==> src/rtl/tr_pkg.sv <==
// Shared definitions for the manual step/dir pulse generator.
// Holds the default bus width, the FSM state type and the period floor.
package tr_pkg;

   localparam int unsigned TP_WIDTH_DEF = 32;
   localparam int unsigned P_MIN        = 2;

   typedef enum logic [1:0] {
      S_IDLE,
      S_ARM,
      S_RUN_CONT,
      S_RUN_N
   } state_t;

endpackage

==> src/rtl/pulse_timer.sv <==
// Phase counter for one step period: high for the first half,
// completion strobe on the last phase cycle of each period.
module pulse_timer #(
   parameter int unsigned W = 32
) (
   input  logic         i_clk,
   input  logic         i_rst_n,
   input  logic         i_run,
   input  logic [W-1:0] i_period,
   output logic         o_cmpl,
   output logic         o_step_nxt
);

   logic [W-1:0] r_ph;
   logic [W-1:0] w_ph_nxt;

   assign o_cmpl = i_run && (r_ph == i_period - W'(1));

   // phase restarts at 0 whenever the train is not advancing
   always_comb begin
      w_ph_nxt = '0;
      if (i_run && !o_cmpl) begin
         w_ph_nxt = r_ph + W'(1);
      end
   end

   assign o_step_nxt = w_ph_nxt < (i_period >> 1);

   always_ff @(posedge i_clk or negedge i_rst_n) begin
      if (!i_rst_n) begin
         r_ph <= '0;
      end else begin
         r_ph <= w_ph_nxt;
      end
   end

endmodule

==> src/rtl/tr_manual_pulse_gen.sv <==
// Manual step/dir pulse-train generator: continuous or N-pulse trains,
// period and direction latched at each start command.
module tr_manual_pulse_gen
   import tr_pkg::*;
#(
   parameter int unsigned WIDTH_TP = TP_WIDTH_DEF
) (
   input  logic                clk,
   input  logic                rst,
   input  logic                start,
   input  logic                start_N,
   input  logic                stop,
   input  logic                dir_MANUAL,
   input  logic                count_MANUAL,
   input  logic [WIDTH_TP-1:0] period_MANUAL,
   input  logic [WIDTH_TP-1:0] PULSE_NUMBER,
   output logic                step,
   output logic                dir,
   output logic                busy,
   output logic                done,
   output logic [WIDTH_TP-1:0] pulse_cnt
);

   localparam logic [WIDTH_TP-1:0] C_PMIN = WIDTH_TP'(P_MIN);
   localparam logic [WIDTH_TP-1:0] C_ONE  = WIDTH_TP'(1);

   state_t              r_state;
   state_t              w_state_nxt;
   logic                r_mode_n;
   logic                w_mode_n_nxt;
   logic [WIDTH_TP-1:0] r_p;
   logic [WIDTH_TP-1:0] w_p_nxt;
   logic [WIDTH_TP-1:0] r_n;
   logic [WIDTH_TP-1:0] w_n_nxt;
   logic [WIDTH_TP-1:0] r_rem;
   logic [WIDTH_TP-1:0] w_rem_nxt;
   logic [WIDTH_TP-1:0] r_cnt;
   logic [WIDTH_TP-1:0] w_cnt_nxt;
   logic                r_step;
   logic                w_step_nxt;
   logic                r_dir;
   logic                w_dir_nxt;
   logic                r_done;
   logic                w_done_nxt;
   logic                r_busy;
   logic                w_run;
   logic                w_cmpl;
   logic                w_step_tmr;

   pulse_timer #(
      .W (WIDTH_TP)
   ) u_timer (
      .i_clk      (clk),
      .i_rst_n    (rst),
      .i_run      (w_run),
      .i_period   (r_p),
      .o_cmpl     (w_cmpl),
      .o_step_nxt (w_step_tmr)
   );

   always_comb begin
      w_state_nxt  = r_state;
      w_mode_n_nxt = r_mode_n;
      w_p_nxt      = r_p;
      w_n_nxt      = r_n;
      w_rem_nxt    = r_rem;
      w_cnt_nxt    = r_cnt;
      w_step_nxt   = r_step;
      w_dir_nxt    = r_dir;
      w_done_nxt   = 1'b0;
      w_run        = 1'b0;
      if (stop) begin
         if (r_state != S_IDLE) begin
            w_state_nxt = S_IDLE;
            w_step_nxt  = 1'b0;
         end
      end else if (start_N || start) begin
         w_state_nxt  = S_ARM;
         w_mode_n_nxt = start_N;
         w_p_nxt      = (period_MANUAL < C_PMIN) ? C_PMIN : period_MANUAL;
         w_n_nxt      = PULSE_NUMBER;
         w_dir_nxt    = dir_MANUAL;
         w_cnt_nxt    = '0;
         w_step_nxt   = 1'b0;
      end else begin
         unique case (r_state)
            S_ARM: begin
               if (r_mode_n && (r_n == '0)) begin
                  w_state_nxt = S_IDLE;
                  w_done_nxt  = 1'b1;
               end else begin
                  w_state_nxt = r_mode_n ? S_RUN_N : S_RUN_CONT;
                  w_rem_nxt   = r_n;
                  w_step_nxt  = w_step_tmr;
               end
            end
            S_RUN_CONT: begin
               w_run      = 1'b1;
               w_step_nxt = w_step_tmr;
               if (w_cmpl && count_MANUAL) begin
                  w_cnt_nxt = r_cnt + C_ONE;
               end
            end
            S_RUN_N: begin
               w_run      = 1'b1;
               w_step_nxt = w_step_tmr;
               if (w_cmpl && count_MANUAL) begin
                  w_cnt_nxt = r_cnt + C_ONE;
               end
               if (w_cmpl) begin
                  w_rem_nxt = r_rem - C_ONE;
                  if (r_rem == C_ONE) begin
                     w_state_nxt = S_IDLE;
                     w_done_nxt  = 1'b1;
                     w_step_nxt  = 1'b0;
                  end
               end
            end
            default: begin
            end
         endcase
      end
   end

   always_ff @(posedge clk or negedge rst) begin
      if (!rst) begin
         r_state  <= S_IDLE;
         r_mode_n <= 1'b0;
         r_p      <= '0;
         r_n      <= '0;
         r_rem    <= '0;
         r_cnt    <= '0;
         r_step   <= 1'b0;
         r_dir    <= 1'b0;
         r_done   <= 1'b0;
         r_busy   <= 1'b0;
      end else begin
         r_state  <= w_state_nxt;
         r_mode_n <= w_mode_n_nxt;
         r_p      <= w_p_nxt;
         r_n      <= w_n_nxt;
         r_rem    <= w_rem_nxt;
         r_cnt    <= w_cnt_nxt;
         r_step   <= w_step_nxt;
         r_dir    <= w_dir_nxt;
         r_done   <= w_done_nxt;
         r_busy   <= (w_state_nxt != S_IDLE);
      end
   end

   assign step      = r_step;
   assign dir       = r_dir;
   assign busy      = r_busy;
   assign done      = r_done;
   assign pulse_cnt = r_cnt;

endmodule
==> config.mk <==
export PLATFORM = sky130hd
export DESIGN_NAME = tr_manual_pulse_gen
export DESIGN_NICKNAME = d
export VERILOG_FILES = /design/src/rtl/tr_pkg.sv /design/src/rtl/pulse_timer.sv /design/src/rtl/tr_manual_pulse_gen.sv
export SDC_FILE = /design/constraint.sdc
export NUM_CORES = 1
export LEC_CHECK = 0
export CAP_MARGIN = 20
export CORE_UTILIZATION = 50
export CTS_CLUSTER_DIAMETER = 200
export DETAILED_ROUTE_END_ITERATION = 8
export GPL_TIMING_DRIVEN = 0
export PLACE_DENSITY = 0.71
export SLEW_MARGIN = 25
export SYNTH_ARGS = -nofsm -noshare
export SYNTH_HDL_FRONTEND = slang
export SYNTH_SLANG_ARGS = --single-unit
==> constraint.sdc <==
create_clock -name clk -period 12.3 [get_ports clk]
set_input_delay 2.46 -clock clk [delete_from_list [all_inputs] [get_ports clk]]
set_output_delay 2.46 -clock clk [all_outputs]
set_load 0.005 [all_outputs]
==> impl_metrics.json <==
{
  "cts_setup_buffers": 0,
  "vdd_drop_max_mv": 0.09111,
  "via_per_inst": 6.053,
  "syn_area_sq_um": 10210,
  "io_pins": 107,
  "postSynthAreaPerCell_sq_um": 8.379,
  "place_congestion": 0.9095,
  "status": "finished, final reports clean",
  "areaGrowthSynthToFinish_pct": 19.92,
  "worst_setup_path_start_kind": "input pin",
  "yosysTopAreaCellShare": 0.4092,
  "dieHeight_um": 144.9,
  "drive_gt1_frac": 0.04492,
  "routed_wl_um": 30370,
  "hold_viol": 0,
  "antenna_found_initial": 0,
  "hold_class": "flip-flop to flip-flop",
  "wl_per_cell_um": 18.71,
  "synth_cells": 1219,
  "vias": 9824,
  "gr-total-overflow": 0,
  "initial_core_util": 0.5180,
  "synth_flop_cell": "dfrtp_1",
  "power_density_nw_per_um2": 120.2,
  "setup_viol": 0,
  "synth_area_leaders": "dfrtp_1 (41%), nand2_1 (7.9%), o21ai_0 (5.1%)",
  "cts_buffers": 17,
  "grt_use_total": 0.2961,
  "crit_type": "input pin to flip-flop",
  "period_share": 0.5490,
  "drtPass1Iterations": 6,
  "clk_latency_ps": 440,
  "tightest_slew_ps": 1064,
  "worstPathArrival_ps": 7120,
  "end_kind": "flip-flop",
  "skew_ps": 13.63,
  "row_count": 51,
  "p_leak_uw": 0.005084,
  "clock_sinks": 167,
  "crit_chain": "clkdlybuf4s50_1, nor3_1, nand3_1, clkbuf_1, nor2_1, ha_1, nor2b_1, o21a_1, o21ai_0, a21oi_1, o31ai_1, o211ai_1, a211o_1, a41o_1, o21ai_1",
  "core_area_sq_um": 19720,
  "synth-seq-cells": 167,
  "synth_edf_count": 0,
  "setup_tns_ps": 0,
  "path_delay_family": "compound AO/OA/AOI/OAI gates",
  "clk_pin_slew_ps": 70,
  "rsz0062_at_grt": "no",
  "die_x_um": 144.9,
  "synth-async-reset-ratio": 1.000,
  "synth.largest_area_cell": "dfrtp_1",
  "critPathBufInv": 2,
  "stdcell_area_sq_um": 12250,
  "fmax_mhz": 148.1,
  "place_inst": 1591,
  "htree_levels": 4,
  "crit_path_max_incr_delay_ps": 660,
  "antenna_left": 0,
  "cp_data_required_time_ps": 12660,
  "drc": 0,
  "drv_cap": 0,
  "finalNonFillerCells": 1623,
  "finalCriticalPeriod_ps": 6753,
  "root_buffer": "clkbuf_16",
  "slew_violations": 0,
  "yosysSeqAreaShare": 0.4092,
  "drtIter0Drc": 1126,
  "dpl.hpwl_um": 22130,
  "grt_max_degree": 93,
  "grt_pass1_vias": 9269,
  "cts_buffer_depth": 2,
  "yosysWarnings": 0,
  "cts_resized": 0,
  "slew-limit-headroom": 0.2840,
  "diodes": 0,
  "cp_max_fo": 10,
  "slowest_stage": "nor3_1",
  "placed_area_sq_um": 11640,
  "synth.net_count": 1325,
  "port_buffers": 106,
  "hold_buffers": 0,
  "cts_tree": "yes",
  "fin_util": 0.6212,
  "yosys.cell_types.count": 67,
  "dieArea_sq_um": 21000,
  "grt_first_pass_wirelength_um": 49460,
  "final_nets": 1451
}
[synth_stat cells (31+ instances only)]
cell type	count
nor2_1	94
nand4_1	31
xor2_1	33
xnor2_1	36
nor3_1	31
ha_1	35
inv_1	52
nand2_1	216
dfrtp_1	167
nor4_1	35
a21oi_1	63
clkbuf_1	40
nand3_1	37
o21ai_0	105
[registers in the layout, summed over array words and instances, names as in the netlist]
signal,cells
r_mode_n,1
pulse_cnt,32
r_n,32
u_timer.r_ph,32
r_rem,32
step,1
busy,1
dir,1
r_p,32
done,1
r_state,2
[metrics by stage]
stage | total power [uW] | worst slack (ps) | hold WS, ps
final | 1472 | 5547 | 502.6
after floorplan | 813.0 | 7163 | 445.8
after global placement | 910.8 | 1532 | 462.3
after CTS | 1471 | 5745 | 492.6
after detailed placement | 917.3 | 5340 | 477.3
after global routing | 1538 | 5416 | 513.8
[cell type report]
cell class                 count  area, sq um
buffer                        54        214.0
clock buffer                  20        466.7
clock inverter                12        142.6
fill                        1712         7470
inverter                      52        195.2
multi-input combinational    946         5625
sequential                   167         4179
tap                          265        331.6
timing repair buffer         107         1094
[cell families after synthesis]
| family | Yosys count | synth area share |
|---|---|---|
| AND/OR/NAND/NOR | 560 | 0.2770 |
| AO/OA/AOI/OAI | 269 | 0.1589 |
| flip-flops | 167 | 0.4092 |
| buffers and inverters | 106 | 0.04006 |
| XOR/XNOR | 69 | 0.05917 |
| adder cells (fa/ha/maj) | 35 | 0.04288 |
| multiplexers | 13 | 0.01286 |
[tightest hold or removal path: stages, from the launching register on]
cell,delay (ps)
dfrtp_1,360
nand2_1,60
nand2_1,60
[power by group]
group	internal, uW	total [uW]	switching [uW]
clock	318	558	240
sequential	602	663	60.3
combinational	101	252	151
total	1020	1470	451
[layer usage]
| metal | GRT usage | vias up | routed length (um) |
|---|---|---|---|
| met5 | 0 | - | 0 |
| met4 | 0.08883 | 0 | 657 |
| met3 | 0.06101 | 55 | 2321 |
| met2 | 0.4305 | 422 | 13000 |
| met1 | 0.4397 | 4721 | 14400 |
| li1 | - | 4626 | - |
[worst paths after layout]
check                                     start                       end  slack (ps)  cells after the start
setup / recovery                           stop          step$_DFFE_PN0P_        5550                     15
hold / removal             r_mode_n$_DFFE_PN0P_      r_mode_n$_DFFE_PN0P_         500                      2
setup reg to reg             r_p[0]$_DFFE_PN0P_          step$_DFFE_PN0P_        5650                     22
hold reg to reg            r_mode_n$_DFFE_PN0P_      r_mode_n$_DFFE_PN0P_         500                      2
max in group asynchronous                   rst  pulse_cnt[0]$_DFFE_PN0P_        9460                      2
min in group asynchronous                   rst        r_p[5]$_DFFE_PN0P_        1990                      1
[cell usage in the layout (no fill, tap or decap), types with 33 or more instances in the layout]
cell type	n
dfrtp_1	167
nand3_1	37
xor2_1	33
o21ai_0	105
xnor2_1	36
ha_1	35
clkbuf_1	40
nand2_1	216
nor4_1	35
clkdlybuf4s50_1	105
inv_1	52
nor2_1	94
a21oi_1	63
No activity file was read; power rests on OpenSTA's default activity.
